$ cat src/rtl/gray_ptr_receiver_pkg.sv
// Shared definitions for the async-FIFO gray pointer crossing: default widths
// and the gray/binary conversion helpers used by encoder, receiver and benches.
package gray_ptr_receiver_pkg;

   localparam int PTR_W           = 4;
   localparam int SYNC_STAGES_DEF = 2;

   function automatic logic [PTR_W-1:0] bin2gray(input logic [PTR_W-1:0] bin);
      return bin ^ (bin >> 1);
   endfunction

   function automatic logic [PTR_W-1:0] gray2bin(input logic [PTR_W-1:0] gray);
      logic [PTR_W-1:0] bin;
      bin[PTR_W-1] = gray[PTR_W-1];
      for (int i = PTR_W - 2; i >= 0; i--) begin
         bin[i] = bin[i+1] ^ gray[i];
      end
      return bin;
   endfunction

endpackage

$ cat src/rtl/gray_to_binary.sv
// Combinational gray-to-binary decode: each binary bit is the XOR of all gray
// bits at and above its position.
module gray_to_binary #(
   parameter int N = 4
) (
   input  logic [N-1:0] gray,
   output logic [N-1:0] bin
);

   for (genvar i = 0; i < N; i++) begin : g_bit
      assign bin[i] = ^gray[N-1:i];
   end

endmodule

$ cat src/rtl/gray_ptr_receiver.sv
// Receive side of a gray pointer crossing: synchronise, decode to binary,
// report the per-cycle advance and flag illegal multi-bit gray steps.
module gray_ptr_receiver
   import gray_ptr_receiver_pkg::*;
#(
   parameter int N           = PTR_W,
   parameter int SYNC_STAGES = SYNC_STAGES_DEF   // legal range 2..4
) (
   input  logic         clk,
   input  logic         rst_n,
   input  logic [N-1:0] gray_in,
   input  logic         clear_err,
   output logic [N-1:0] gray_sync,
   output logic [N-1:0] bin_out,
   output logic         bin_valid,
   output logic [N-1:0] delta,
   output logic         step_err,
   output logic         err_sticky
);

   localparam int VALID_AT = SYNC_STAGES + 1;
   localparam int CNT_W    = $clog2(VALID_AT + 1);

   (* ASYNC_REG = "TRUE" *) logic [N-1:0] sync_q [SYNC_STAGES];

   logic [N-1:0]     prev_gray;
   logic [N-1:0]     decoded;
   logic [N-1:0]     gray_diff;
   logic             multi_bit;
   logic [CNT_W-1:0] valid_cnt;

   // NOTE: the sync chain is a handful of flops, not a RAM, so every stage is
   // cleared by reset; sequential state always uses non-blocking assignment.
   always_ff @(posedge clk or negedge rst_n) begin
      if (!rst_n) begin
         for (int i = 0; i < SYNC_STAGES; i++) begin
            sync_q[i] <= '0;
         end
      end else begin
         sync_q[0] <= gray_in;
         for (int i = 1; i < SYNC_STAGES; i++) begin
            sync_q[i] <= sync_q[i-1];
         end
      end
   end

   assign gray_sync = sync_q[SYNC_STAGES-1];

   gray_to_binary #(
      .N (N)
   ) u_decode (
      .gray (gray_sync),
      .bin  (decoded)
   );

   // More than one bit set in the XOR means the crossing skipped a gray code.
   assign gray_diff = gray_sync ^ prev_gray;
   assign multi_bit = (gray_diff & (gray_diff - N'(1))) != '0;

   always_ff @(posedge clk or negedge rst_n) begin
      if (!rst_n) begin
         valid_cnt <= '0;
      end else if (valid_cnt != CNT_W'(VALID_AT)) begin
         valid_cnt <= valid_cnt + CNT_W'(1);
      end
   end

   assign bin_valid = (valid_cnt == CNT_W'(VALID_AT));

   always_ff @(posedge clk or negedge rst_n) begin
      if (!rst_n) begin
         prev_gray  <= '0;
         bin_out    <= '0;
         delta      <= '0;
         step_err   <= 1'b0;
         err_sticky <= 1'b0;
      end else begin
         prev_gray <= gray_sync;
         bin_out   <= decoded;
         // Until the pipeline holds real samples, the reset zeros are not a
         // genuine previous pointer, so delta and step_err are held off.
         delta     <= bin_valid ? (decoded - bin_out) : '0;
         step_err  <= bin_valid & multi_bit;
         // Set has priority over clear.
         err_sticky <= step_err | (err_sticky & ~clear_err);
      end
   end

endmodule

$ cat config.mk
export PLATFORM = sky130hd
export DESIGN_NAME = gray_ptr_receiver
export DESIGN_NICKNAME = d
export VERILOG_FILES = /design/src/rtl/gray_ptr_receiver_pkg.sv /design/src/rtl/gray_to_binary.sv /design/src/rtl/gray_ptr_receiver.sv
export SDC_FILE = /design/constraint.sdc
export NUM_CORES = 1
export LEC_CHECK = 0
export ABC_AREA = 1
export ABC_CLOCK_PERIOD_IN_PS = 3300
export CAP_MARGIN = 20
export CELL_PAD_IN_SITES_DETAIL_PLACEMENT = 1
export CELL_PAD_IN_SITES_GLOBAL_PLACEMENT = 1
export CORE_UTILIZATION = 40
export CTS_CLUSTER_DIAMETER = 50
export CTS_CLUSTER_SIZE = 24
export DETAILED_ROUTE_END_ITERATION = 8
export PLACE_DENSITY = 0.87
export SYNTH_ARGS = -nofsm -noshare
export SYNTH_HDL_FRONTEND = slang
export SYNTH_HIERARCHICAL = 1
export SYNTH_SLANG_ARGS = --single-unit
$ cat constraint.sdc
create_clock -name clk -period 3.3 [get_ports clk]
set_input_delay 0.99 -clock clk [delete_from_list [all_inputs] [get_ports clk]]
set_output_delay 0.99 -clock clk [all_outputs]
set_load 0.05 [all_outputs]
==> impl_metrics.csv <==
group,metric,value,unit
global_routing,grt_antenna_before_repair,0,
power,p_int,0.429,mW
clock_tree,clkTransAtPathRegs,120,ps
die,dieArea,2690,µm²
route,wl_per_cell,12.3,µm
route,drc,0,
yosys,synth_seq_cells,24,
clock_tree,cts_setup_buffers,0,
status,status,"complete, no violations",
power,clock_power_share,0.187,
placed_design,gp_congestion,0.761,
die,fp.dieW,51.9,µm
yosys,ys_seq_area_frac,0.604,
route,drt-pass1-iter-count,2,
placed_design,dpl_cell_area,1210,µm²
global_routing,grt_pass1_vias,702,
worst_setup_path,reg2reg_slack,1370,ps
min_path,min-delay-start,"sync_q[7]$_DFF_PN0_",
yosys,syn_nets,109,
sta,min_period_over_period,0.856,
die,start_util,0.437,
worst_setup_path,crit_path_max_fanout,7,
power,design_power_total,0.650,mW
sta,timing_worst_slew_pin_value,520,ps
yosys,yosysTopAreaCell,"dfrtp_1",
yosys,avgSynthCellArea,10.3,µm²
clock_tree,cts_tree,"built",
sta,rsz0062_at_grt,"false",
clock_tree,cts_max_level,1,
clock_tree,worstSkewPairLatency,300,ps
die,num_rows,17,
finish,area_growth,23.9,%
placed_design,dp_hpwl,1390,µm
clock_tree,cts.path.max_buffers,2,
clock_tree,numCtsBuffers,3,
sta,finalSetupViolCount,0,
clock_tree,cts-root-buf,"clkbuf_4",
power,p_seq_frac,0.514,
worst_setup_path,reg2reg_to,"delta[2]$_DFF_PN0_",
worst_setup_path,crit_type,"flop to primary output",
clock_tree,cts.sinks,24,
placed_design,portBuffers,21,
route,vias,687,
finish,final_cells,145,
min_path,hold_class,"flop to flop",
die,fp.coreArea,2280,µm²
route,ant_nets,0,
worst_setup_path,crit_path_end_kind,"primary output",
power,ir_drop,0.286,mV
route,drt_iter0_drc,6,
clock_tree,cts_resized,0,
power,switchingPower,0.220,mW
placed_design,place_inst,142,
global_routing,grt_pass1_wl,3080,µm
power,swShare,0.339,
sta,max_freq,354,MHz
finish,n_fill_cell,269,
finish,drive_gt1_frac,0.0513,
route,drt_wl_total,1780,µm
yosys,synth.top_cell.area_share,0.604,
yosys,synthDistinctLibCells,16,
yosys,syn_area,995,µm²
power,pwr-share-comb,0.299,
worst_setup_path,start_kind,"flop",
sta,skew,5.09,ps
power,p_leak,0.624,nW
finish,fin_area,1230,µm²
global_routing,overflow,0,
power,p_per_area,527,nW/µm²
worst_setup_path,cp.arrival,1830,ps
finish,nets,131,
min_path,hold_depth,0,
sta,hold_violations,0,
yosys,ys.warnings.count,6,
worst_setup_path,ff2ff_path_depth,11,
placed_design,pre_cts_ws,816,ps
sta,slew_viol_final,0,
die,dieHeight,51.9,µm
run,max_cap_viol_count,0,
yosys,ys_top_cells_by_area,"dfrtp_1 60%, nand2_1 11%, inv_1 5.7%, ha_1 5.0%, buf_4 3.8%",
sta,period_minus_slack,2820,ps
clock_tree,cts.hold.buffers_added,0,
finish,diodes,0,
sta,tns,0,ps
global_routing,grt_usage,0.164,
worst_setup_path,reg2reg_from,"gray_sync[3]$_DFF_PN0_",
sta,setup_ws,475,ps
global_routing,grt_start_max_net_pins,25,
route,via_per_inst,4.74,
min_path,holdPathEnd,"gray_sync[3]$_DFF_PN0_",
worst_setup_path,crit_required,2310,ps
yosys,syn_inst,97,
sta,max_slew_margin,0.652,
die,io_pins,22,
-- worst max-delay path by stage --
stage | slack [ps] | cells past startpoint | to | from
global placement | 850 | 2 | bin_valid | valid_cnt[0]$_DFFE_PN0N_
finish | 480 | 2 | bin_valid | valid_cnt[0]$_DFFE_PN0N_
floorplan | 1410 | 1 | bin_valid | valid_cnt[0]$_DFFE_PN0N_
detailed placement | 820 | 2 | bin_valid | valid_cnt[0]$_DFFE_PN0N_
CTS | 460 | 2 | bin_valid | valid_cnt[0]$_DFFE_PN0N_
global route | 420 | 2 | bin_valid | valid_cnt[0]$_DFFE_PN0N_
-- power groups by stage --
stage	registers (mW)	clock network, mW	logic, mW
after floorplan	0.408	0	0.0604
after global placement	0.339	0	0.192
after detailed placement	0.341	0	0.196
after CTS	0.335	0.128	0.197
after global routing	0.338	0.136	0.211
final	0.334	0.121	0.194
-- layout make-up --
cell class	count	area, µm²	share of cell area
clock buffers	3	22.5	0.0183
inverters	15	56.3	0.0457
multi-input cells	53	300	0.244
flip-flops and latches	24	601	0.487
well taps	28	35.0	0.0284
repair buffers	22	218	0.177
-- stage by stage --
stage | util | hold slack (ps)
after global placement | 0.532 | 332
after CTS | 0.542 | 365
final | 0.542 | 362
after floorplan | - | 331
after detailed placement | 0.532 | 336
after global routing | 0.542 | 381
-- routing by layer --
layer,share of wire,GRT usage,routed length (µm),vias to the layer above
li1,-,-,-,326
met1,0.43,0.190,771,335
met2,0.50,0.282,895,22
met3,0.047,0.0380,84,4
met4,0.016,0.0766,28,0
met5,0,0,0,-
-- placed cells by master, fill, tap and decap left out, types with 3 or more instances in the layout --
cell type        instances
a21oi_1                  4
clkbuf_4                 3
clkdlybuf4s50_1         21
dfrtp_1                 24
ha_1                     4
inv_1                   15
nand2_1                 29
nor2_1                   3
xnor2_1                  3
xor2_1                   3
-- worst max-delay path, cell delays in order, from the launching register on --
cell and delay (ps):
dfrtp_1 390, ha_1 290, clkdlybuf4s50_1 850
-- sequential cells by signal, summed over array words and instances (netlist names) --
register    count
err_sticky      1
sync_q          4
bin_out         4
step_err        1
gray_sync       4
delta           4
valid_cnt       2
prev_gray       4
-- Yosys cell counts, drive strengths merged --
library cell	n
o21bai	1
dfrtp	24
nor2	4
o21ai	1
nand2	30
buf	5
xor2	3
fa	1
ha	4
inv	15
o21a	1
xnor2	3
nand3	1
a21oi	4
-- cells by family (layout without fill, tap and decap cells) --
| group | after synthesis | after routing | synth area share |
|---|---|---|---|
| AND/OR/NAND/NOR | 35 | 35 | 0.138 |
| flip-flops | 24 | 24 | 0.604 |
| buffers and inverters | 20 | 40 | 0.0943 |
| AO/OA/AOI/OAI | 7 | 7 | 0.0403 |
| XOR/XNOR | 6 | 6 | 0.0528 |
| adder cells (fa/ha/maj) | 5 | 5 | 0.0704 |
No activity file was read; power rests on OpenSTA's default activity.
